File: config.mk
export PLATFORM = sky130hd
export DESIGN_NAME = axis_lane_swap
export DESIGN_NICKNAME = d
export VERILOG_FILES = /design/src/rtl/axis_lane_swap.sv
export SDC_FILE = /design/constraint.sdc
export NUM_CORES = 1
export LEC_CHECK = 0
export ABC_AREA = 1
export CAP_MARGIN = 20
export CORE_ASPECT_RATIO = 2
export CORE_MARGIN = 4
export CORE_UTILIZATION = 51
export DETAILED_ROUTE_END_ITERATION = 16
export PLACE_DENSITY = 0.81
export SLEW_MARGIN = 15
export SYNTH_ARGS = -nofsm -noshare
export SYNTH_HDL_FRONTEND = slang
export SYNTH_SLANG_ARGS = --single-unit
File: constraint.sdc
create_clock -name clk156 -period 8.8 [get_ports clk156]
set_clock_uncertainty 0.2 [all_clocks]
set_input_delay 2.64 -clock clk156 [delete_from_list [all_inputs] [get_ports clk156]]
set_output_delay 2.64 -clock clk156 [all_outputs]
set_load 0.02 [all_outputs]
File: src/rtl/axis_lane_swap.sv
// AXI4-Stream byte-lane reorder stage: pass, full-beat reverse or per-DWORD reverse,
// registered output plus skid buffer. Define LANE_SWAP_STATS_EN to build pkt_cnt/beat_cnt.
module axis_lane_swap #(
    parameter int DATA_WIDTH = 64,
    parameter int USER_WIDTH = 22,
    parameter int KEEP_WIDTH = DATA_WIDTH/8
) (
    input  logic                  clk156,
    input  logic                  sys_rst156,
    input  logic [1:0]            mode,
    input  logic                  s_axis_tvalid,
    output logic                  s_axis_tready,
    input  logic [DATA_WIDTH-1:0] s_axis_tdata,
    input  logic [KEEP_WIDTH-1:0] s_axis_tkeep,
    input  logic                  s_axis_tlast,
    input  logic [USER_WIDTH-1:0] s_axis_tuser,
    output logic                  m_axis_tvalid,
    input  logic                  m_axis_tready,
    output logic [DATA_WIDTH-1:0] m_axis_tdata,
    output logic [KEEP_WIDTH-1:0] m_axis_tkeep,
    output logic                  m_axis_tlast,
    output logic [USER_WIDTH-1:0] m_axis_tuser,
    output logic [1:0]            active_mode,
    output logic [31:0]           pkt_cnt,
    output logic [31:0]           beat_cnt
);

    typedef enum logic {IDLE = 1'b0, IN_PKT = 1'b1} state_t;

    typedef struct packed {
        logic [DATA_WIDTH-1:0] data;
        logic [KEEP_WIDTH-1:0] keep;
        logic                  last;
        logic [USER_WIDTH-1:0] user;
    } beat_t;

    state_t                state_q, state_d;
    logic [1:0]            active_mode_q, active_mode_d;
    logic [1:0]            eff_mode_s;
    logic                  in_fire_s;
    logic                  out_free_s;
    logic                  out_valid_q, out_valid_d;
    logic                  skid_valid_q, skid_valid_d;
    logic                  tready_q, tready_d;
    beat_t                 out_beat_q, out_beat_d;
    beat_t                 skid_beat_q, skid_beat_d;
    beat_t                 in_beat_s;
    logic [DATA_WIDTH-1:0] rev_data_s, dw_data_s;
    logic [KEEP_WIDTH-1:0] rev_keep_s, dw_keep_s;

    assign in_fire_s  = s_axis_tvalid && tready_q;
    assign out_free_s = !out_valid_q || m_axis_tready;
    // The first beat of a packet uses the live mode input; later beats reuse the latched one.
    assign eff_mode_s = (state_q == IDLE) ? mode : active_mode_q;

    // Candidate lane permutations of the incoming beat
    always_comb begin
        rev_data_s = '0;
        rev_keep_s = '0;
        dw_data_s  = '0;
        dw_keep_s  = '0;
        for (int k = 0; k < KEEP_WIDTH; k++) begin
            rev_data_s[8*k +: 8] = s_axis_tdata[8*(KEEP_WIDTH-1-k) +: 8];
            rev_keep_s[k]        = s_axis_tkeep[KEEP_WIDTH-1-k];
            dw_data_s[8*k +: 8]  = s_axis_tdata[8*(4*(k/4) + 3 - (k%4)) +: 8];
            dw_keep_s[k]         = s_axis_tkeep[4*(k/4) + 3 - (k%4)];
        end
    end

    // Select the permutation for the beat being accepted
    always_comb begin
        in_beat_s      = '0;
        in_beat_s.last = s_axis_tlast;
        in_beat_s.user = s_axis_tuser;
        case (eff_mode_s)
            2'd1: begin
                in_beat_s.data = rev_data_s;
                in_beat_s.keep = rev_keep_s;
            end
            2'd2: begin
                in_beat_s.data = dw_data_s;
                in_beat_s.keep = dw_keep_s;
            end
            default: begin
                in_beat_s.data = s_axis_tdata;
                in_beat_s.keep = s_axis_tkeep;
            end
        endcase
    end

    // Packet FSM next state and mode latch
    always_comb begin
        state_d       = state_q;
        active_mode_d = active_mode_q;
        case (state_q)
            IDLE: begin
                if (in_fire_s) begin
                    active_mode_d = mode;
                    state_d       = s_axis_tlast ? IDLE : IN_PKT;
                end else begin
                    state_d = IDLE;
                end
            end
            IN_PKT: begin
                if (in_fire_s && s_axis_tlast) begin
                    state_d = IDLE;
                end else begin
                    state_d = IN_PKT;
                end
            end
            default: begin
                state_d = IDLE;
            end
        endcase
    end

    // Output register and skid buffer next state; skid always drains ahead of new input
    always_comb begin
        out_valid_d  = out_valid_q;
        out_beat_d   = out_beat_q;
        skid_valid_d = skid_valid_q;
        skid_beat_d  = skid_beat_q;
        if (out_free_s) begin
            if (skid_valid_q) begin
                out_valid_d  = 1'b1;
                out_beat_d   = skid_beat_q;
                skid_valid_d = 1'b0;
            end else if (in_fire_s) begin
                out_valid_d = 1'b1;
                out_beat_d  = in_beat_s;
            end else begin
                out_valid_d = 1'b0;
            end
        end else if (in_fire_s) begin
            skid_valid_d = 1'b1;
            skid_beat_d  = in_beat_s;
        end else begin
            skid_valid_d = skid_valid_q;
        end
        tready_d = !skid_valid_d;
    end

    // State registers
    always_ff @(posedge clk156 or posedge sys_rst156) begin
        if (sys_rst156) begin
            state_q       <= IDLE;
            active_mode_q <= 2'd0;
            out_valid_q   <= 1'b0;
            out_beat_q    <= '0;
            skid_valid_q  <= 1'b0;
            skid_beat_q   <= '0;
            tready_q      <= 1'b0;
        end else begin
            state_q       <= state_d;
            active_mode_q <= active_mode_d;
            out_valid_q   <= out_valid_d;
            out_beat_q    <= out_beat_d;
            skid_valid_q  <= skid_valid_d;
            skid_beat_q   <= skid_beat_d;
            tready_q      <= tready_d;
        end
    end

    assign s_axis_tready = tready_q;
    assign m_axis_tvalid = out_valid_q;
    assign m_axis_tdata  = out_beat_q.data;
    assign m_axis_tkeep  = out_beat_q.keep;
    assign m_axis_tlast  = out_beat_q.last;
    assign m_axis_tuser  = out_beat_q.user;
    assign active_mode   = active_mode_q;

`ifdef LANE_SWAP_STATS_EN
    logic [31:0] pkt_cnt_q, pkt_cnt_d;
    logic [31:0] beat_cnt_q, beat_cnt_d;

    // Accepted-beat and accepted-packet counters; both wrap silently
    always_comb begin
        pkt_cnt_d  = pkt_cnt_q;
        beat_cnt_d = beat_cnt_q;
        if (in_fire_s) begin
            beat_cnt_d = beat_cnt_q + 32'd1;
            if (s_axis_tlast) begin
                pkt_cnt_d = pkt_cnt_q + 32'd1;
            end else begin
                pkt_cnt_d = pkt_cnt_q;
            end
        end else begin
            beat_cnt_d = beat_cnt_q;
        end
    end

    // Counter registers
    always_ff @(posedge clk156 or posedge sys_rst156) begin
        if (sys_rst156) begin
            pkt_cnt_q  <= 32'd0;
            beat_cnt_q <= 32'd0;
        end else begin
            pkt_cnt_q  <= pkt_cnt_d;
            beat_cnt_q <= beat_cnt_d;
        end
    end

    assign pkt_cnt  = pkt_cnt_q;
    assign beat_cnt = beat_cnt_q;
`else
    assign pkt_cnt  = 32'd0;
    assign beat_cnt = 32'd0;
`endif

endmodule
; ---- Yosys cells after proc, flatten, opt, wreduce, memory -nomap -nowiden
; Cells that the tools add are included.
[word_totals]
word_cells = 38
in_bits = 101
out_inout_bits = 163
regBits = 196
[op_classes]
n_reduce_logical = 9
n_eq_ne = 2
bitwise_logic = 2
n_mux = 12
[op_table]
columns = cell, n
row1 = 95-bit two-way mux, 2
row2 = 72-bit one-hot mux with 2 select lines, 1
row3 = 1-bit two-way mux, 7
row4 = 2-bit AND reduction, 3
row5 = "2-bit by 1-bit == test with 1-bit output, second input constant", 1
row6 = "2-bit == test, second input constant", 1
row7 = 1-bit logical AND, 2
row8 = 1-bit zero test, 2
row9 = 2-bit two-way mux, 1
row10 = 1-bit inverter, 2
row11 = 1-bit one-hot mux with 2 select lines, 1
row12 = 2-bit nonzero test, 1
row13 = 1-bit logical OR, 1

; ---- Longest topological paths before layout
; Gate-level depths: netlist (run 1).
[depth]
word_depth = 5
mapped_depth = 13
depth_no_buf = 11

; ---- Least setup slack after synthesis (run 1)
; OpenSTA, ideal clock, no wires.
[synth_path]
path_kind = input port to flip-flop
startpoint = input port mode[0]
endpoint = register out_beat_q (netlist bit m_axis_tdata[0])
t_required_ns = 8.535
arrival_ns = 3.852
stages = 9
path_buffers = 2
slack_ns = 4.683
setup_ns = 0.065
path_cell_list = o21ai_0 -> inv_1 -> ha_1 -> buf_2 -> clkbuf_1 -> nand2_1 -> nand3_1 -> nand2_1 -> nand2_1
[synth_via]
elab_chain_len = 5
word_cells_on_any_way = 6
cone_classes = 2 x eq/ne / 4 x mux
[synth_lines]
columns = item, line_no
row1 = start: declaration, 10  ; input logic [1:0] mode,
row2 = 2-bit two-way mux *, 54  ; assign eff_mode_s = (state_q == IDLE) ? mode : active_mode_q;
row3 = 2-bit == test or 2-bit by 1-bit == test with 1-bit output (tied branches), 75  ; case (eff_mode_s)
row4 = 72-bit one-hot mux with 2 select lines *, 75
row5 = 95-bit two-way mux *, 128  ; end else if (in_fire_s) begin
row6 = 95-bit two-way mux *, 124  ; if (skid_valid_q) begin
row7 = end signal: assignment, 157  ; out_beat_q <= out_beat_d;
row8 = end: declaration, 45  ; beat_t out_beat_q, out_beat_d;
; Mark *: on every way between the ends. The rest lies on a longest branch, timed or not. The select of a mux whose other input is x is not followed.
; A chain may end at the register's enable or synchronous reset.

; ---- Final worst setup path (run 1)
[layout_path]
startpoint = input port s_axis_tvalid
endpoint = register skid_beat_q[3] in the netlist's numbering
[layout_via]
elab_chain_len = 2
[layout_lines]
columns = item, line_no
row1 = start: declaration, 11  ; input logic s_axis_tvalid,
row2 = 1-bit logical AND, 51  ; assign in_fire_s = s_axis_tvalid && tready_q;
row3 = 2-bit AND reduction (no source line), -
row4 = end signal: assignment, 159  ; skid_beat_q <= skid_beat_d;
row5 = end: declaration, 46  ; beat_t skid_beat_q, skid_beat_d;
; No other way between the ends.

==> impl_metrics.py, run 1 <==
metrics = {
    "layout": {
        "final_cell_mix": "988 x nand2_1, 199 x clkdlybuf4s50_1, 196 x dfrtp_1",
        "final_common_cell": "nand2_1",
        "area_delta_synth_final_pct": 21.2,
        "layout-drive-gt1-share": 0.0284,
        "design_area_sq_um": 13200,
        "nNetsFinal": 1888,
        "fin_util": 0.629,
    },
    "placement": {
        "dpl_cell_area_sq_um": 12600,
        "port_buffers": 199,
        "gp_congestion": 0.885,
        "dp_slack_ns": 2.70,
        "dp_hpwl_um": 22200,
    },
    "worst_setup_path": {
        "slowest_delay_ns": 0.86,
        "timing.reg2reg.setup_slack_ns": 5.30,
        "crit_family": "buffers and inverters",
        "cp.arrival_ns": 5.78,
        "cp_num_buf_inv": 4,
        "path_class": "input pin to register",
        "reg2reg_from": "skid_valid_q$_DFF_PP0_",
        "reg2reg_to": "m_axis_tuser[4]$_DFFE_PP0P_",
        "cp-end-kind": "register",
        "r2r_cells": 7,
        "slowest_stage": "clkinv_2",
        "crit_fanout": 73,
        "crit_top_cell": "buf_4",
        "start_kind": "input pin",
        "critical_path_required_ns": 8.90,
        "path_cells": "clkdlybuf4s50_1 > nand2_2 > nor2_4 > buf_4 > clkinv_2 > buf_4 > nand2_1 > o21ai_0",
    },
    "global_route": {
        "grt_pass1_wl_um": 52300,
        "grt_start_max_net_pins": 170,
        "antenna_found_initial": 3,
        "grt_usage": 0.274,
        "gr-total-overflow": 0,
        "grt_pass1_vias": 10254,
    },
    "worst_hold_path": {
        "holdPathStages": 2,
        "holdCritStartpoint": "m_axis_tdata[46]$_DFFE_PP0P_",
        "hold_path_class": "register to register",
        "min_to": "m_axis_tdata[46]$_DFFE_PP0P_",
    },
    "synth": {
        "yosys.area.top_type": "dfrtp_1",
        "syn-cell-area_sq_um": 10900,
        "avgSynthCellArea_sq_um": 6.62,
        "ys_seq_area_frac": 0.450,
        "synth.distinct_cells": 18,
        "synth.area.top_cells": "dfrtp_1 45%, nand2_1 34%, nor2_1 5.0%",
        "yosysWarnings": 0,
        "netlist.area_leader.share": 0.450,
        "synth_cells": 1649,
        "synth-seq-cells": 196,
    },
    "clock_tree": {
        "root_buffer": "clkbuf_16",
        "clkTransAtPathRegs_ns": 0.07,
        "worstSkewPairLatency_ns": 0.44,
        "cts_max_path_buffers": 2,
        "cts_hold_buf": 0,
        "cts.repair.resized": 0,
        "post_cts_buffers": 0,
        "clock_sinks": 196,
        "h-tree-depth": 4,
        "cts_tree": "built",
        "cts_made_buffers": 17,
    },
    "sta": {
        "period_needed_ns": 5.68,
        "fin_crit_sh": 0.645,
        "relSlewSlack": 0.265,
        "hold_viol_final": 0,
        "setup_slack_ns": 3.12,
        "fmax_ghz": 0.176,
        "slew_viol_final": 0,
        "rsz0062_at_grt": "false",
        "finalSetupViolations": 0,
        "worst_pin_slew_ns": 1.10,
        "tns_ns": 0,
    },
    "pwr": {
        "p_sw_mw": 1.63,
        "power.density_nw_per_um2": 301,
        "clkPwrFrac": 0.196,
        "leakagePower_nw": 7.50,
        "ir_worst_vdd_uv": 182,
        "pwr-share-seq": 0.372,
        "swShare": 0.408,
        "p_int_mw": 2.36,
        "combPwrFrac": 0.432,
    },
    "floorplanning": {
        "placementRows": 75,
        "die_w_um": 111,
        "pin_count": 264,
        "die_height_um": 215,
        "coreArea_sq_um": 21000,
        "start_util": 0.519,
        "die_area_sq_um": 23900,
    },
    "detailed_routing": {
        "m1WireLength_um": 11400,
        "first_pass_iters": 6,
        "ant_nets": 0,
        "met3_length_um": 2470,
        "drc": 0,
        "wl_um": 32900,
        "top_layer_used": "met4",
        "drt-initial-drc-count": 863,
        "avgRoutedWirePerCell_um": 15.9,
        "vias": 10622,
        "viasPerCell": 5.13,
        "wl_met2_um": 16500,
    },
    "outcome": {
        "status": "finished, final reports clean",
    },
    "run": {
        "cap_violations": 0,
    },
}
[metal layers]
| metal | GRT usage | up-vias |
|---|---|---|
| li1 | - | 5132 |
| met1 | 0.292 | 4934 |
| met2 | 0.466 | 460 |
| met3 | 0.0692 | 96 |
| met4 | 0.196 | 0 |
| met5 | 0 | - |
[tightest hold or removal path, delay by kind of cell, from the launching register on]
| kind | cells | cell delay, ns |
|---|---|---|
| DFF | 1 | 0.34 |
| and+or+nand+nor | 2 | 0.10 |
[synthesized netlist by cell type (all sizes together)]
master	n
nand2	991
dfrtp	196
nor2	145
buf	133
nand3	74
o21ai	49
inv	35
clkbuf	21
ha	2
or2	2
conb	1
[state kept, by name, summed over array words and instances, names as in the netlist, named ones only]
| name | flops |
|---|---|
| skid_beat_q | 95 |
| skid_valid_q | 1 |
| m_axis_tuser | 22 |
| s_axis_tready | 1 |
| m_axis_tdata | 64 |
| active_mode | 2 |
| m_axis_tkeep | 8 |
| m_axis_tlast | 1 |
| m_axis_tvalid | 1 |
[cells by family (layout without fill, tap and decap cells)]
group	count (synthesis)	in the layout	synth area share
compound gates	49	49	0.0225
fa+ha+maj	2	2	0.00229
buf+inv	189	275	0.0979
flops	196	196	0.450
other cells	1	67	0.000344
simple gates	1212	1212	0.427
[how the worst max path moves through the flow]
| stage | startpoint | end | slack, ns | depth (start not counted) |
|---|---|---|---|---|
| after global placement | s_axis_tvalid | skid_beat_q[3]$_DFFE_PP0P_ | 2.76 | 8 |
| after global routing | s_axis_tvalid | skid_beat_q[3]$_DFFE_PP0P_ | 2.89 | 8 |
| final | s_axis_tvalid | skid_beat_q[3]$_DFFE_PP0P_ | 3.12 | 8 |
| after CTS | s_axis_tvalid | skid_beat_q[16]$_DFFE_PP0P_ | 3.17 | 8 |
| after floorplan | sys_rst156 | asynchronous set/reset pin | 0.62 | 1 |
| after detailed placement | s_axis_tvalid | skid_beat_q[16]$_DFFE_PP0P_ | 2.70 | 8 |
[layout make-up]
class                      instances  area, sq um
fill                            1951         7800
tap                              269          337
multi-input combinational       1327         5190
sequential                       196         4900
clock buffer                      20          447
timing repair buffer             208         2060
clock inverter                    12          130
antenna                            3         7.51
inverter                          35          148
[per-stage QoR]
step / power, mW / instances / hold slack (ns)
detailed placement: 3.22 / 2035 / 0.264
global placement: 3.17 / 2035 / 0.262
finish: 3.99 / 2070 / 0.277
floorplan: 2.54 / 1712 / 0.250
CTS: 4.01 / 2067 / 0.283
global route: 4.26 / 2070 / 0.300
[power by group through the flow]
stage,registers (mW),clock network [mW],logic [mW]
after floorplan,1.68,0,0.859
after global placement,1.48,0,1.69
after detailed placement,1.49,0,1.73
after CTS,1.48,0.794,1.74
after global routing,1.52,0.829,1.91
final,1.48,0.782,1.72
Power figures use the tool's default switching activity.
==> run 2: changes to the inputs <==
CORE_UTILIZATION = 46   (was 51)
PLACE_DENSITY = 0.77   (was 0.81)
clock period = 5 ns   (was 8.8 ns; I/O delays follow)
==> impl_metrics.py, run 2 (same netlist as run 1, synthesis figures left out) <==
metrics = {
    "floorplanning": {
        "die_area_sq_um": 26400,
        "start_util": 0.468,
        "die_w_um": 117,
        "die_height_um": 226,
        "coreArea_sq_um": 23300,
        "placementRows": 79,
        "pin_count": 264,
    },
    "pwr": {
        "power.density_nw_per_um2": 525,
        "swShare": 0.408,
        "leakagePower_nw": 7.53,
        "ir_worst_vdd_uv": 372,
        "pwr-share-seq": 0.379,
        "combPwrFrac": 0.434,
        "clkPwrFrac": 0.188,
        "p_int_mw": 4.13,
        "fin_total_pwr_mw": 6.98,
        "p_sw_mw": 2.85,
    },
    "clock_tree": {
        "root_buffer": "clkbuf_16",
        "cts_tree": "built",
        "clock_sinks": 196,
        "cts_hold_buf": 0,
        "cts_max_path_buffers": 2,
        "worstSkewPairLatency_ns": 0.45,
        "h-tree-depth": 4,
        "cts.repair.resized": 0,
        "post_cts_buffers": 0,
        "clkTransAtPathRegs_ns": 0.07,
        "cts_made_buffers": 17,
    },
    "worst_setup_path": {
        "cp.arrival_ns": 4.02,
        "reg2reg_to": "skid_beat_q[61]$_DFFE_PP0P_",
        "timing.reg2reg.setup_slack_ns": 2.01,
        "slowest_stage": "inv_2",
        "start_kind": "input pin",
        "path_cells": "clkdlybuf4s50_1 > o21ai_0 > inv_1 > ha_2 > inv_2 > buf_4 > nand2_1 > nand2_1 > nand2_1 > nand2_1",
        "path_class": "input pin to register",
        "r2r_cells": 11,
        "cp-end-kind": "register",
        "crit_fanout": 56,
        "crit_top_cell": "nand2_1",
        "worstSetupStartpoint": "mode[0]",
        "cp-endpoint": "skid_beat_q[61]$_DFFE_PP0P_",
        "critical_path_required_ns": 5.19,
        "slowest_delay_ns": 0.73,
    },
    "sta": {
        "relSlewSlack": 0.292,
        "hold_viol_final": 0,
        "fin_crit_sh": 0.766,
        "worst_pin_slew_ns": 1.06,
        "fmax_ghz": 0.261,
        "tns_ns": 0,
        "period_needed_ns": 3.83,
        "slew_viol_final": 0,
        "finalSetupViolations": 0,
        "rsz0062_at_grt": "false",
    },
    "global_route": {
        "grt_start_max_net_pins": 109,
        "antenna_found_initial": 2,
        "grt_usage": 0.265,
        "grt_pass1_vias": 10032,
        "gr-total-overflow": 0,
        "grt_pass1_wl_um": 53600,
    },
    "detailed_routing": {
        "drc": 0,
        "ant_nets": 0,
        "viasPerCell": 5.07,
        "vias": 10555,
        "avgRoutedWirePerCell_um": 16.5,
        "first_pass_iters": 6,
        "wl_um": 34400,
        "drt-initial-drc-count": 842,
    },
    "worst_hold_path": {
        "hold_path_class": "register to register",
        "holdCritStartpoint": "m_axis_tdata[14]$_DFFE_PP0P_",
    },
    "layout": {
        "largest-register": "skid_beat_q",
        "stdcell_count": 2083,
        "nNetsFinal": 1893,
        "final_common_cell": "nand2_1",
        "fillers": 2279,
        "layout-drive-gt1-share": 0.0283,
        "largest_register_ffs": 95,
        "area_delta_synth_final_pct": 21.8,
        "final_cell_mix": "988 x nand2_1, 199 x clkdlybuf4s50_1, 196 x dfrtp_1",
    },
    "placement": {
        "gp_congestion": 0.909,
        "dp_hpwl_um": 23600,
        "post-place-cells": 2053,
        "port_buffers": 199,
    },
    "outcome": {
        "status": "finished, final reports clean",
    },
    "run": {
        "cap_violations": 0,
    },
}
[run 2: cell count changes in the layout (fill, tap and decap cells not counted)]
cell | previous run | this run
buf_12 | 0 | 4
buf_16 | 0 | 1
bufinv_16 | 2 | 1
clkbuf_1 | 2 | 3
clkbuf_8 | 1 | 3
clkinv_2 | 5 | 4
clkinv_4 | 2 | 1
clkinv_8 | 1 | 0
clkinvlp_4 | 2 | 1
diode_2 | 3 | 1
inv_6 | 2 | 0
[run 2: how the worst min path moves through the flow]
stage	slack (ns)	depth (start not counted)	to
global placement	0.26	2	m_axis_tdata[44]$_DFFE_PP0P_
floorplan	0.25	2	skid_beat_q[23]$_DFFE_PP0P_
detailed placement	0.26	2	m_axis_tdata[14]$_DFFE_PP0P_
CTS	0.28	2	m_axis_tdata[45]$_DFFE_PP0P_
finish	0.28	2	m_axis_tdata[14]$_DFFE_PP0P_
global route	0.30	2	m_axis_tdata[24]$_DFFE_PP0P_
[run 2: cell type report]
| type | count | area [sq um] | share of cell area |
|---|---|---|---|
| multi-input combinational | 1327 | 5190 | 0.391 |
| sequential | 196 | 4900 | 0.369 |
| timing repair buffer | 213 | 2170 | 0.163 |
| clock buffer | 23 | 478 | 0.0360 |
| tap | 283 | 354 | 0.0266 |
| inverter | 35 | 139 | 0.0105 |
| clock inverter | 5 | 53.8 | 0.00405 |
| antenna | 1 | 2.50 | 0.000188 |
[run 2: worst max-delay path: cells and delay by family]
| family | cells | cell delay (ns) |
|---|---|---|
| fa+ha+maj | 1 | 0.27 |
| compound gates | 1 | 0.22 |
| simple gates | 4 | 0.34 |
| buf+inv | 4 | 1.62 |
[run 2: through the flow]
step                hold slack, ns  utilization  cell area [sq um]  setup slack, ns
detailed placement           0.264        0.546              12700            0.716
floorplan                    0.250            -              11100            0.768
global route                 0.298        0.570              13300            0.944
CTS                          0.282        0.568              13300             1.19
finish                       0.278        0.570              13300             1.17
global placement             0.261        0.546              12700            0.789
[run 2: power by group through the flow]
| stage | Clock (mW) | Combinational (mW) | Sequential (mW) |
|---|---|---|---|
| 2_1_floorplan | 0 | 1.51 | 2.96 |
| 3_3_place_gp | 0 | 2.99 | 2.63 |
| 3_5_place_dp | 0 | 3.05 | 2.65 |
| 4_1_cts | 1.34 | 3.06 | 2.64 |
| 5_1_grt | 1.40 | 3.37 | 2.72 |
| 6_report | 1.31 | 3.03 | 2.64 |
[run 2: per-layer routing]
layer,vias up,share of wire,GRT usage
li1,5128,-,-
met1,4893,0.37,0.301
met2,428,0.51,0.448
met3,106,0.059,0.0555
met4,0,0.062,0.157
met5,-,0,0
==> run 3: changes to the inputs <==
CORE_UTILIZATION = 51   (was 46)
PLACE_DENSITY = 0.81   (was 0.77)
clock period = 3.7 ns   (was 5 ns; I/O delays follow)
==> impl_metrics.py, run 3 (same netlist as run 1, synthesis figures left out) <==
metrics = {
    "outcome": {
        "status": "finished, final reports clean",
    },
    "sta": {
        "hold_viol_final": 0,
        "worst_pin_slew_ns": 0.881,
        "slew_viol_final": 0,
        "fmax_ghz": 0.347,
        "rsz0062_at_grt": "false",
        "period_needed_ns": 2.88,
        "finalSetupViolations": 0,
        "fin_crit_sh": 0.778,
        "relSlewSlack": 0.413,
    },
    "worst_setup_path": {
        "critical_path_required_ns": 3.88,
        "start_kind": "input pin",
        "crit_fanout": 32,
        "path_class": "input pin to register",
        "cp.arrival_ns": 3.06,
        "cp-end-kind": "register",
    },
    "layout": {
        "final_cell_mix": "988 x nand2_1, 199 x clkdlybuf4s50_1, 196 x dfrtp_1",
        "layout-drive-gt1-share": 0.0386,
        "largest-register": "skid_beat_q",
        "fin_util": 0.644,
        "final_common_cell": "nand2_1",
        "nNetsFinal": 1905,
        "design_area_sq_um": 13500,
        "area_delta_synth_final_pct": 24.1,
        "fillers": 1878,
        "n_antenna_cell": 0,
        "largest_register_ffs": 95,
    },
    "floorplanning": {
        "start_util": 0.519,
        "die_area_sq_um": 23900,
        "placementRows": 75,
        "die_w_um": 111,
        "die_height_um": 215,
        "coreArea_sq_um": 21000,
        "pin_count": 264,
    },
    "pwr": {
        "ir_worst_vdd_uv": 372,
        "power.density_nw_per_um2": 715,
        "leakagePower_nw": 7.66,
        "fin_total_pwr_mw": 9.68,
    },
    "global_route": {
        "grt_usage": 0.281,
        "antenna_found_initial": 0,
        "grt_pass1_wl_um": 53600,
        "gr-total-overflow": 0,
        "grt_start_max_net_pins": 145,
        "grt_pass1_vias": 10326,
    },
    "placement": {
        "gp_congestion": 0.933,
        "dpl_cell_area_sq_um": 12900,
        "dp_hpwl_um": 23600,
        "port_buffers": 199,
    },
    "clock_tree": {
        "root_buffer": "clkbuf_16",
        "cts_max_path_buffers": 2,
        "cts_hold_buf": 0,
        "clock_sinks": 196,
        "post_cts_buffers": 0,
        "h-tree-depth": 4,
        "worstSkewPairLatency_ns": 0.45,
        "cts.repair.resized": 0,
        "clkTransAtPathRegs_ns": 0.07,
        "cts_tree": "built",
        "cts_made_buffers": 17,
    },
    "detailed_routing": {
        "drc": 0,
        "avgRoutedWirePerCell_um": 16.1,
        "ant_nets": 0,
        "first_pass_iters": 5,
        "viasPerCell": 5.10,
        "vias": 10628,
        "drt-initial-drc-count": 855,
        "wl_um": 33600,
    },
    "worst_hold_path": {
        "hold_path_class": "register to register",
    },
    "run": {
        "cap_violations": 0,
    },
}
## run 3: cell count changes in the layout (fill, tap and decap cells not counted), moves of 3 or more
cell      change
buf_12       +10
inv_6         +4
buf_4         +3
clkbuf_1      -3
## run 3: per-layer routing
layer	GRT usage	wire, um	vias to the layer above	share of wire
met4	0.159	1950	0	0.058
met5	0	0	-	0
met3	0.0560	2090	103	0.062
li1	-	-	5167	-
met1	0.315	12100	4917	0.36
met2	0.493	17400	441	0.52
## run 3: critical path, stage by stage
cell and delay, ns:
clkdlybuf4s50_1 0.48, o21ai_0 0.09, buf_4 0.15, inv_1 0.05, ha_2 0.31, buf_12 0.23, buf_4 0.20, nand2_1 0.07
nand2_1 0.06, nand2_1 0.06, nand2_1 0.07, nand2_1 0.05, nand2_1 0.11
## run 3: worst paths after layout
path | startpoint | to | slack (ns) | cells past startpoint
max reg2reg | register | m_axis_tdata[3]$_DFFE_PP0P_ | 1.31 | 14
min in group asynchronous | sys_rst156 | skid_beat_q[81]$_DFFE_PP0P_ | 0.81 | 2
max in group asynchronous | sys_rst156 | skid_beat_q[92]$_DFFE_PP0P_ | 1.68 | 3
min | m_axis_tuser[18]$_DFFE_PP0P_ | m_axis_tuser[18]$_DFFE_PP0P_ | 0.28 | 2
max | mode[1] | skid_beat_q[27]$_DFFE_PP0P_ | 0.82 | 13
min reg2reg | m_axis_tuser[18]$_DFFE_PP0P_ | m_axis_tuser[18]$_DFFE_PP0P_ | 0.28 | 2
## run 3: through the flow
step	setup slack (ns)	hold WS (ns)	instances	TNS [ns]
final	0.820	0.279	2084	0
after CTS	0.825	0.282	2084	0
after floorplan	-0.142	0.250	1712	-27.91
after global routing	0.684	0.299	2084	0
after global placement	0.388	0.261	2052	0
after detailed placement	0.401	0.264	2052	0
## run 3: where the power goes
part           internal (mW)  switching [mW]  total, mW  leakage (nW)
registers               3.02           0.520       3.54          2.48
logic                   1.69            2.53       4.22          4.88
clock network           1.04           0.878       1.92         0.296
total                   5.75            3.93       9.68          7.66
## run 3: cell type report
type                       count  area, sq um  area share
sequential                   196         4900       0.362
timing repair buffer         225         2360       0.175
clock inverter                13          146      0.0108
multi-input combinational   1327         5190       0.384
tap                          269          337      0.0249
inverter                      35          139      0.0103
clock buffer                  19          453      0.0335
==> variant (config.mk and constraints of run 1) <==
Set the parameter `USER_WIDTH` to 44 (it was 22).
--- a/src/rtl/axis_lane_swap.sv
+++ b/src/rtl/axis_lane_swap.sv
@@ -4,3 +4,3 @@
     parameter int DATA_WIDTH = 64,
-    parameter int USER_WIDTH = 22,
+    parameter int USER_WIDTH = 44,
     parameter int KEEP_WIDTH = DATA_WIDTH/8
Ports: changed (resized m_axis_tuser and s_axis_tuser); port bits go from 264 to 308. No check against the original RTL was run, so the function may have changed too.
==> variant against run 1 <==
- highest routed layer unchanged
- sequential cell count up 44
- synthesized area up 20%
- setup slack better by 0.87 ns
- critical path depth up 1
- sequential power up 20%
- count of clock-buffer cells in the layout up 18
- hold slack better by 0.00063 ns
- cell area up 21%
- routed wire length up 20%
- power up 19%
==> variant: results <==
export IMPL_yosys_warnings=0
export IMPL_peakVddDrop_mv=0.209
export IMPL_synthArstFlopShare=1.00
export IMPL_place_area_um2=15200
export IMPL_cp_max_fo=47
export IMPL_finalNetCount=2183
export IMPL_yosys_top_cells_count="nand2_1 (1099), dfrtp_1 (240), o21ai_0 (93)"
export IMPL_numCtsBuffers=22
export IMPL_relSlewSlack=0.339
export IMPL_synth_seq_area_share=0.460
export IMPL_diodes=0
export IMPL_largest_register_ff_count=117
export IMPL_grt_pass1_wl_mm=61.4
export IMPL_ctsHtreeMaxLevel=1
export IMPL_ys_types=18
export IMPL_drive_gt1_frac=0.0617
export IMPL_drt_first_pass_iters=5
export IMPL_grt_usage=0.273
export IMPL_synthTopCellsByArea="dfrtp_1 (46%), nand2_1 (32%), buf_4 (4.3%)"
export IMPL_met1_usage=0.297
export IMPL_hold_class="reg2reg"
export IMPL_via_per_inst=5.13
export IMPL_dp_hpwl_mm=27.0
export IMPL_p_int_w=0.00285
export IMPL_drt_wl_total_mm=39.6
export IMPL_grt_max_degree=139
export IMPL_cts_repair_resized=0
export IMPL_gp_congestion=0.962
export IMPL_cts_buffer_depth=3
export IMPL_port_buffer_count=243
export IMPL_clk_latency_ns=0.52
export IMPL_drtIter0Drc=1044
export IMPL_antenna_found_initial=0
export IMPL_grt_met2_usage=0.485
export IMPL_status="complete, no violations"
export IMPL_synthFlopType="dfrtp_1"
export IMPL_arrival_ns=5.06
export IMPL_p_leak_nw=8.74
export IMPL_top_register="skid_beat_q"
export IMPL_num_fill_cells=2215
export IMPL_grt_use_met3=0.0550
[variant: changes by cell type after synthesis, sizes merged]
cell | before | now
clkbuf | 21 | 16
inv | 35 | 57
dfrtp | 196 | 240
o21ai | 49 | 93
buf | 133 | 154
nand2 | 991 | 1101
[variant: worst max-delay path, cell delays in order]
cell and delay, ns:
clkdlybuf4s50_1 0.41, o21ai_0 0.28, ha_2 0.35, inv_2 0.38, buf_4 0.54, nand2_1 0.17, nand3_1 0.11, nand2_1 0.08
nand2_1 0.07
[variant: stage by stage]
| stage | setup slack [ns] | total power (W) | instances |
|---|---|---|---|
| finish | 3.99 | 0.00475 | 2409 |
| global route | 3.81 | 0.00506 | 2409 |
| CTS | 4.00 | 0.00479 | 2408 |
| detailed placement | 3.45 | 0.00379 | 2369 |
| global placement | 3.49 | 0.00374 | 2369 |
| floorplan | 2.81 | 0.00299 | 1948 |
[variant: routing by layer]
metal  part of all wire  up-vias  routed length [um]
li1                   -     5913                   -
met1               0.34     5772               13600
met2               0.51      545               20200
met3              0.080      119                3170
met4              0.068        0                2680
met5                  0        -                   0
[variant: worst paths after layout]
check                                             startpoint                            to  slack [ns]  depth (start not counted)
min in group asynchronous                         sys_rst156  m_axis_tdata[46]$_DFFE_PP0P_        2.42                          2
worst min register to register  m_axis_tdata[35]$_DFFE_PP0P_  m_axis_tdata[35]$_DFFE_PP0P_        0.28                          2
worst max-delay path                                 mode[1]  m_axis_tdata[30]$_DFFE_PP0P_        3.99                          9
max in group asynchronous                         sys_rst156   skid_beat_q[51]$_DFFE_PP0P_        4.78                          3
worst max register to register        skid_valid_q$_DFF_PP0_  m_axis_tuser[27]$_DFFE_PP0P_        5.63                          7
worst min-delay path            m_axis_tdata[35]$_DFFE_PP0P_  m_axis_tdata[35]$_DFFE_PP0P_        0.28                          2
[variant: cells by family after synthesis]
kind of cell,Yosys count,synth area share
other,1,0.000287
flip-flops,240,0.460
buffers and inverters,227,0.101
adder cells (fa/ha/maj),2,0.00191
AO/OA/AOI/OAI,93,0.0356
AND/OR/NAND/NOR,1322,0.401
[variant: power groups by stage]
stage | Sequential [W] | Clock (W) | Combinational [W]
floorplan | 0.00201 | 0 | 0.000988
global placement | 0.00178 | 0 | 0.00196
detailed placement | 0.00179 | 0 | 0.00200
CTS | 0.00178 | 0.000995 | 0.00201
global route | 0.00183 | 0.00103 | 0.00220
finish | 0.00178 | 0.000976 | 0.00199
[variant: area by class of cell]
type / count / area, um^2 / area share
Sequential cell: 240 / 6010 / 0.377
Clock buffer: 38 / 712 / 0.0447
Clock inverter: 1 / 5.00 / 0.000314
Inverter: 57 / 228 / 0.0143
Timing Repair Buffer: 256 / 2570 / 0.162
Multi-Input combinational cell: 1481 / 5990 / 0.376
Tap cell: 336 / 420 / 0.0264
